### src/rtl/alu_issue_scheduler_pkg.sv
`default_nettype none
// ============================================================================
// Module   : stampflow_sched_pkg
// Purpose  : Shared sizes, FSM state type and slot helper for the ALU issue
//            scheduler.
// Revision : 1.0 - initial release
// ============================================================================
package stampflow_sched_pkg;

    localparam int NUM_SLOTS = 8;
    localparam int SLOT_W    = 3;
    localparam int STAMP_W   = 3;
    localparam int WDOG_MAX  = 255;
    localparam int WDOG_W    = 8;

    typedef enum logic [1:0] {
        ST_IDLE  = 2'd0,
        ST_ISSUE = 2'd1,
        ST_WAIT  = 2'd2,
        ST_ERR   = 2'd3
    } sched_state_t;

    // Expand a slot index into a one-hot slot vector.
    function automatic logic [NUM_SLOTS-1:0] slot_onehot(input logic [SLOT_W-1:0] idx);
        logic [NUM_SLOTS-1:0] v;
        v      = '0;
        v[idx] = 1'b1;
        return v;
    endfunction

endpackage
`default_nettype wire

### src/rtl/alu_issue_scheduler_if.sv
`default_nettype none
// ============================================================================
// Module   : alu_issue_scheduler_if
// Purpose  : Slot-conveyor / ALU issue bundle. The master modport is the
//            scheduler; the slave modport is the conveyor + ALU side.
// Revision : 1.0 - initial release
// ============================================================================
interface alu_issue_scheduler_if;
    import stampflow_sched_pkg::*;

    logic [NUM_SLOTS-1:0]         slot_valid;
    logic [NUM_SLOTS-1:0]         slot_ready;
    logic [NUM_SLOTS*STAMP_W-1:0] slot_stamp_flat;
    logic [STAMP_W-1:0]           head_stamp;
    logic                         flush;
    logic                         alu_ready;
    logic                         alu_done;
    logic                         issue_valid;
    logic [SLOT_W-1:0]            issue_slot;
    logic [STAMP_W-1:0]           issue_stamp;
    logic [NUM_SLOTS-1:0]         slot_take;
    logic                         busy;
    logic                         err;
    logic [15:0]                  issue_count;

    modport master (
        input  slot_valid, slot_ready, slot_stamp_flat, head_stamp,
               flush, alu_ready, alu_done,
        output issue_valid, issue_slot, issue_stamp, slot_take,
               busy, err, issue_count
    );

    modport slave (
        output slot_valid, slot_ready, slot_stamp_flat, head_stamp,
               flush, alu_ready, alu_done,
        input  issue_valid, issue_slot, issue_stamp, slot_take,
               busy, err, issue_count
    );

endinterface
`default_nettype wire

### src/rtl/alu_issue_scheduler_oldest_ready_picker.sv
`default_nettype none
// ============================================================================
// Module   : oldest_ready_picker
// Purpose  : Selects the candidate slot whose stamp is closest to the head
//            stamp (modular age); ties go to the lowest slot index.
// Revision : 1.0 - initial release
// ============================================================================
module oldest_ready_picker
    import stampflow_sched_pkg::*;
(
    input  logic [NUM_SLOTS-1:0]         cand,
    input  logic [NUM_SLOTS*STAMP_W-1:0] stamps,
    input  logic [STAMP_W-1:0]           head_stamp,
    output logic                         found,
    output logic [SLOT_W-1:0]            index
);

    logic [STAMP_W-1:0] w_age;
    logic [STAMP_W-1:0] w_best;

    // Linear scan; strict less-than keeps the lower index on equal age.
    always_comb begin
        found  = 1'b0;
        index  = '0;
        w_best = '0;
        w_age  = '0;
        for (int i = 0; i < NUM_SLOTS; i++) begin
            w_age = stamps[i*STAMP_W +: STAMP_W] - head_stamp;
            if (cand[i] && (!found || (w_age < w_best))) begin
                found  = 1'b1;
                index  = SLOT_W'(i);
                w_best = w_age;
            end
        end
    end

endmodule
`default_nettype wire

### src/rtl/alu_issue_scheduler.sv
`default_nettype none
// ============================================================================
// Module   : alu_issue_scheduler
// Purpose  : Picks the oldest ready slot, presents it to the ALU, waits for
//            writeback, and guards the wait with a watchdog.
// Revision : 1.0 - initial release
// ============================================================================
module alu_issue_scheduler
    import stampflow_sched_pkg::*;
(
    input  logic                  clk,
    input  logic                  reset,
    alu_issue_scheduler_if.master bus
);

    sched_state_t         r_state;
    logic                 r_issue_valid;
    logic [SLOT_W-1:0]    r_issue_slot;
    logic [STAMP_W-1:0]   r_issue_stamp;
    logic                 r_busy;
    logic                 r_err;
    logic [15:0]          r_issue_count;
    logic [WDOG_W-1:0]    r_wdog;

    logic [NUM_SLOTS-1:0] w_mask;
    logic [NUM_SLOTS-1:0] w_cand;
    logic                 w_found;
    logic [SLOT_W-1:0]    w_pick;
    logic [STAMP_W-1:0]   w_pick_stamp;
    logic                 w_handshake;

    // The slot just written back is still visible on the conveyor during the
    // alu_done cycle, so it is hidden from the picker for that cycle only.
    always_comb begin
        w_mask = '0;
        if ((r_state == ST_WAIT) && bus.alu_done)
            w_mask = slot_onehot(r_issue_slot);
        w_cand = bus.slot_valid & bus.slot_ready & ~w_mask;
    end

    oldest_ready_picker u_picker (
        .cand       (w_cand),
        .stamps     (bus.slot_stamp_flat),
        .head_stamp (bus.head_stamp),
        .found      (w_found),
        .index      (w_pick)
    );

    // Fetch the stamp of the picked slot for capture.
    always_comb begin
        w_pick_stamp = '0;
        for (int i = 0; i < NUM_SLOTS; i++) begin
            if (w_pick == SLOT_W'(i))
                w_pick_stamp = bus.slot_stamp_flat[i*STAMP_W +: STAMP_W];
        end
    end

    // Handshake is suppressed by flush and reset; slot_take follows it directly.
    always_comb begin
        w_handshake   = (r_state == ST_ISSUE) && r_issue_valid && bus.alu_ready
                        && !bus.flush && !reset;
        bus.slot_take = w_handshake ? slot_onehot(r_issue_slot) : '0;
    end

    // Issue FSM with registered outputs, issue counter and WAIT watchdog.
    always_ff @(posedge clk) begin
        if (reset) begin
            r_state       <= ST_IDLE;
            r_issue_valid <= 1'b0;
            r_issue_slot  <= '0;
            r_issue_stamp <= '0;
            r_busy        <= 1'b0;
            r_err         <= 1'b0;
            r_issue_count <= '0;
            r_wdog        <= '0;
        end else begin
            case (r_state)
                ST_IDLE: begin
                    if (!bus.flush && w_found) begin
                        r_state       <= ST_ISSUE;
                        r_issue_valid <= 1'b1;
                        r_busy        <= 1'b1;
                        r_issue_slot  <= w_pick;
                        r_issue_stamp <= w_pick_stamp;
                    end
                end
                ST_ISSUE: begin
                    if (bus.flush) begin
                        r_state       <= ST_IDLE;
                        r_issue_valid <= 1'b0;
                        r_busy        <= 1'b0;
                    end else if (w_handshake) begin
                        r_state       <= ST_WAIT;
                        r_issue_valid <= 1'b0;
                        r_issue_count <= r_issue_count + 16'd1;
                        r_wdog        <= '0;
                    end
                end
                ST_WAIT: begin
                    if (bus.flush) begin
                        r_state <= ST_IDLE;
                        r_busy  <= 1'b0;
                        r_wdog  <= '0;
                    end else if (bus.alu_done) begin
                        r_wdog <= '0;
                        if (w_found) begin
                            r_state       <= ST_ISSUE;
                            r_issue_valid <= 1'b1;
                            r_issue_slot  <= w_pick;
                            r_issue_stamp <= w_pick_stamp;
                        end else begin
                            r_state <= ST_IDLE;
                            r_busy  <= 1'b0;
                        end
                    end else if (r_wdog == WDOG_W'(WDOG_MAX - 1)) begin
                        r_state <= ST_ERR;
                        r_err   <= 1'b1;
                        r_busy  <= 1'b0;
                        r_wdog  <= r_wdog + 8'd1;
                    end else begin
                        r_wdog <= r_wdog + 8'd1;
                    end
                end
                ST_ERR: begin
                    r_issue_valid <= 1'b0;
                    r_busy        <= 1'b0;
                    r_err         <= 1'b1;
                end
                default: begin
                    r_state       <= ST_IDLE;
                    r_issue_valid <= 1'b0;
                    r_busy        <= 1'b0;
                end
            endcase
        end
    end

    assign bus.issue_valid = r_issue_valid;
    assign bus.issue_slot  = r_issue_slot;
    assign bus.issue_stamp = r_issue_stamp;
    assign bus.busy        = r_busy;
    assign bus.err         = r_err;
    assign bus.issue_count = r_issue_count;

endmodule
`default_nettype wire

### src/flat_wrapper.sv
// flat-port wrapper written by rule: the top's interface ports become plain ports
module alu_issue_scheduler_flat import stampflow_sched_pkg::*;
  (clk, reset, bus_slot_valid, bus_slot_ready, bus_slot_stamp_flat, bus_head_stamp, bus_flush, bus_alu_ready, bus_alu_done, bus_issue_valid, bus_issue_slot, bus_issue_stamp, bus_slot_take, bus_busy, bus_err, bus_issue_count);
  alu_issue_scheduler_if bus_i ();
  input  logic clk;
  input  logic reset;
  input wire logic [$bits(bus_i.slot_valid)-1:0] bus_slot_valid;
  input wire logic [$bits(bus_i.slot_ready)-1:0] bus_slot_ready;
  input wire logic [$bits(bus_i.slot_stamp_flat)-1:0] bus_slot_stamp_flat;
  input wire logic [$bits(bus_i.head_stamp)-1:0] bus_head_stamp;
  input wire logic [$bits(bus_i.flush)-1:0] bus_flush;
  input wire logic [$bits(bus_i.alu_ready)-1:0] bus_alu_ready;
  input wire logic [$bits(bus_i.alu_done)-1:0] bus_alu_done;
  output wire logic [$bits(bus_i.issue_valid)-1:0] bus_issue_valid;
  output wire logic [$bits(bus_i.issue_slot)-1:0] bus_issue_slot;
  output wire logic [$bits(bus_i.issue_stamp)-1:0] bus_issue_stamp;
  output wire logic [$bits(bus_i.slot_take)-1:0] bus_slot_take;
  output wire logic [$bits(bus_i.busy)-1:0] bus_busy;
  output wire logic [$bits(bus_i.err)-1:0] bus_err;
  output wire logic [$bits(bus_i.issue_count)-1:0] bus_issue_count;
  assign bus_i.slot_valid = bus_slot_valid;
  assign bus_i.slot_ready = bus_slot_ready;
  assign bus_i.slot_stamp_flat = bus_slot_stamp_flat;
  assign bus_i.head_stamp = bus_head_stamp;
  assign bus_i.flush = bus_flush;
  assign bus_i.alu_ready = bus_alu_ready;
  assign bus_i.alu_done = bus_alu_done;
  assign bus_issue_valid = bus_i.issue_valid;
  assign bus_issue_slot = bus_i.issue_slot;
  assign bus_issue_stamp = bus_i.issue_stamp;
  assign bus_slot_take = bus_i.slot_take;
  assign bus_busy = bus_i.busy;
  assign bus_err = bus_i.err;
  assign bus_issue_count = bus_i.issue_count;
  alu_issue_scheduler u_core (.clk(clk), .reset(reset), .bus(bus_i));
endmodule
### config.mk
export PLATFORM = sky130hd
export DESIGN_NAME = alu_issue_scheduler_flat
export DESIGN_NICKNAME = d
export VERILOG_FILES = /design/src/rtl/alu_issue_scheduler_pkg.sv /design/src/rtl/alu_issue_scheduler_if.sv /design/src/rtl/alu_issue_scheduler_oldest_ready_picker.sv /design/src/rtl/alu_issue_scheduler.sv /design/src/flat_wrapper.sv
export SDC_FILE = /design/constraint.sdc
export NUM_CORES = 1
export LEC_CHECK = 0
export ABC_AREA = 1
export CAP_MARGIN = 5
export CORE_MARGIN = 2
export CORE_UTILIZATION = 29
export CTS_BUF_LIST = sky130_fd_sc_hd__clkbuf_4
export DETAILED_ROUTE_END_ITERATION = 8
export GPL_ROUTABILITY_DRIVEN = 0
export PLACE_DENSITY = 0.58
export SYNTH_ARGS = -nofsm -noshare
export SYNTH_HDL_FRONTEND = slang
export SYNTH_HIERARCHICAL = 1
export SYNTH_SLANG_ARGS = --single-unit
export TNS_END_PERCENT = 30
### constraint.sdc
create_clock -name clk -period 15.5 [get_ports clk]
set_input_delay 1.55 -clock clk [delete_from_list [all_inputs] [get_ports clk]]
set_output_delay 1.55 -clock clk [all_outputs]
set_load 0.01 [all_outputs]
==> results.cfg <==
[global_routing]
grt.met3_usage = 0.0258
grt_start_max_net_pins = 18
grt_overflow_total = 0
grt_antenna_before_repair = 0
busiest_layer = met2
grt_pass1_vias = 3540
globalRouteTotalUtil = 0.160
use_met2 = 0.265
grt_first_pass_wirelength_um = 17100
met1_usage = 0.221

[timing]
max_clock_freq_mhz = 95.7
hold_violation_count_in_the_final_report = 0
fin_skew_ps = 22.7
final_setup_violating_endpoints = 0
report.final.slew_viol_count = 0
final_min_period_over_clock_period = 0.674
rsz0062_at_grt = no
worst_slew_margin_rel = 0.622
timing_worst_slew_pin_value_ps = 567
final.setup.tns_ps = 0
finalCriticalPeriod_ps = 10450
fin_worst_hold_slack_ps = 475

[pwr]
power.density_cell_area_nw_per_um2 = 77.0
vdd_ir_drop_max_mv = 0.0270
power_leakage_nw = 2.03

[clocking]
clk_root_buffer_cell = sky130_fd_sc_hd__clkbuf_4
cts_num_sinks = 35
clock_latency_ps = 340
clock_tree_from_tritoncts = built
clk_path_buf_depth = 2
path_clk_slew_ps = 110
postCtsHoldBufs = 0
numCtsBuffers = 5
cts_resizes = 0
postCtsSetupRepairBufs = 0
cts_max_level = 2

[final_layout]
ff_latch_area_um2 = 701
layout.nets = 697
filler_cell_count = 1269
design_area_um2 = 4600
antennaDiodeCount = 0
commonest_cells_after_routing_fill_and_taps_aside = sky130_fd_sc_hd__nand2_1 (112), sky130_fd_sc_hd__clkdlybuf4s50_1 (80), sky130_fd_sc_hd__inv_1 (78), sky130_fd_sc_hd__nor2_1 (43), sky130_fd_sc_hd__a21oi_1 (39)
multi_input_combinational_cell_area_um2 = 2510
drive_gt1_frac = 0.0931
mostFrequentLayoutCell = sky130_fd_sc_hd__nand2_1
layout.core_utilization = 0.381
area.growth.synth_to_final_pct = 28.3

[die]
die_h_um = 115
rows = 40
io_pins = 81
floorplan.initialDensity = 0.297
core_area_um2 = 12100
die_area_um2 = 13300
die_w_um = 115

[worst_setup_path]
reg_to_reg_end = u_core/bus.issue_stamp[1]$_SDFFE_PP0P_
worst-path-max-fanout = 10
sort_of_element_at_the_end_of_the_critical_path = register
reg2reg_from = u_core/r_state[0]$_SDFFE_PP0P_
setup.worst_path.start = bus_head_stamp[0]
max_stage_delay_ps = 690
critical_path_arrival_ps = 10680
number_of_cells_traversed_by_the_worst_register_to_register_path = 63
cp_common_cell = sky130_fd_sc_hd__nand2_1
critPathSlowestCell = sky130_fd_sc_hd__clkdlybuf4s50_1
setup.reg_to_reg.worst_slack_ps = 6270
crit_path_start_kind = primary input
cp_data_required_time_ps = 15730
critical_path.endpoint = u_core/bus.issue_stamp[1]$_SDFFE_PP0P_
path_class = in -> reg

[routing]
antenna_left = 0
drt_first_iter_violations = 226
finalWirelength_um = 10400
dr_total_vias = 3680
first_pass_iters = 5
wl_per_cell_um = 13.3
detail_route.vias_per_cell = 4.72
route.detailed.drc = 0

[synth]
total_of_warnings_raised_by_yosys = 6
synth_area_per_cell_um2 = 6.71
edff_count_synth = 0
ys_seq_elements = 35
synthDominantCellAreaShare = 0.196
synth.yosys.seq_area_share = 0.196
yosys.cell_types.count = 38
synth-main-ff-cell = sky130_fd_sc_hd__dfxtp_1
synth.net_count = 620
top_post_synthesis_cells_by_area = sky130_fd_sc_hd__dfxtp_1 (20%), sky130_fd_sc_hd__nand2_1 (12%), sky130_fd_sc_hd__ha_1 (10%), sky130_fd_sc_hd__inv_1 (8.2%), sky130_fd_sc_hd__a21oi_1 (5.4%)
postSynthCellCount = 534
post_synth_instance_area_um2 = 3580
synthDominantAreaCellType = sky130_fd_sc_hd__dfxtp_1
synth_async_sr_flop_share = 0

[job]
drv_cap = 0

[worst_hold_path]
worst_hold_path.num_cells = 2
hold_path_class = reg -> reg

[place]
postPlaceCellArea_um2 = 4540
place.port_buffers = 80
hpwl_um = 8680

[status]
outcome = finished, final reports clean
==> critical path: cells and delay by family <==
kind | cells | cell delay [ps]
AOI/OAI and AO/OA | 13 | 2370
adders and majority gates | 9 | 2660
buffers and inverters | 5 | 1060
and+or+nand+nor | 34 | 2990
==> Yosys cell counts (all sizes together), types with 4 or more instances <==
cell,number
nand2,133
ha,30
or2,5
xnor2,12
o21ai,36
xor2,10
nand4,13
nor3,17
inv,81
fa,8
dfxtp,35
o211a,6
nor2,49
a21oi,40
clkbuf,4
buf,7
nand3,39
==> report_power, final <==
group	internal, mW	switching (mW)
combinational	0.0786	0.119
sequential	0.0970	0.00816
clock	0.0212	0.0304
total	0.197	0.157
==> layer usage <==
| metal | share of wire | vias up |
|---|---|---|
| li1 | - | 1889 |
| met3 | 0.050 | 14 |
| met5 | 0 | - |
| met2 | 0.45 | 94 |
| met1 | 0.49 | 1683 |
| met4 | 0.012 | 0 |
==> metrics by stage <==
step | total power [mW] | setup slack, ps | std cells
floorplan | 0.246 | 6660 | 534
global placement | 0.298 | 5080 | 772
detailed placement | 0.303 | 4790 | 772
CTS | 0.356 | 5140 | 780
global route | 0.389 | 4140 | 780
finish | 0.354 | 5050 | 780
==> kinds of logic (layout without fill, tap and decap cells) <==
group	Yosys count	count (layout)	share of synthesized area
compound gates	87	87	0.137
xor+xnor	22	22	0.0538
fa+ha+maj	38	38	0.149
buf+inv	93	171	0.104
flops	35	35	0.196
simple gates	259	259	0.360
==> area by class of cell <==
type	count	area share
inverters	82	0.0680
clock buffers	7	0.0114
flip-flops and latches	35	0.152
well taps	168	0.0457
multi-input cells	406	0.546
repair buffers	81	0.176
clock inverters	1	0.00109
==> how the worst min path moves through the flow <==
stage / from / endpoint / slack [ps]
2_1_floorplan: u_core/r_wdog[4]$_SDFFE_PP0P_ / u_core/r_wdog[5]$_SDFFE_PP0P_ / 460
3_3_place_gp: u_core/bus.issue_stamp[0]$_SDFFE_PP0P_ / u_core/bus.issue_stamp[0]$_SDFFE_PP0P_ / 460
3_5_place_dp: u_core/bus.issue_stamp[0]$_SDFFE_PP0P_ / u_core/bus.issue_stamp[0]$_SDFFE_PP0P_ / 460
4_1_cts: u_core/bus.issue_stamp[0]$_SDFFE_PP0P_ / u_core/bus.issue_stamp[0]$_SDFFE_PP0P_ / 480
5_1_grt: u_core/bus.busy$_SDFFE_PP0P_ / u_core/bus.busy$_SDFFE_PP0P_ / 500
6_report: u_core/bus.busy$_SDFFE_PP0P_ / u_core/bus.busy$_SDFFE_PP0P_ / 470
==> sequential cells by signal, indices dropped and copies added, names as in the netlist <==
name / flops
u_core/bus.busy: 1
u_core/bus.err: 1
u_core/bus.issue_count: 16
u_core/bus.issue_slot: 3
u_core/bus.issue_stamp: 3
u_core/bus.issue_valid: 1
u_core/r_state: 2
u_core/r_wdog: 8
No activity file was read; power rests on OpenSTA's default activity.
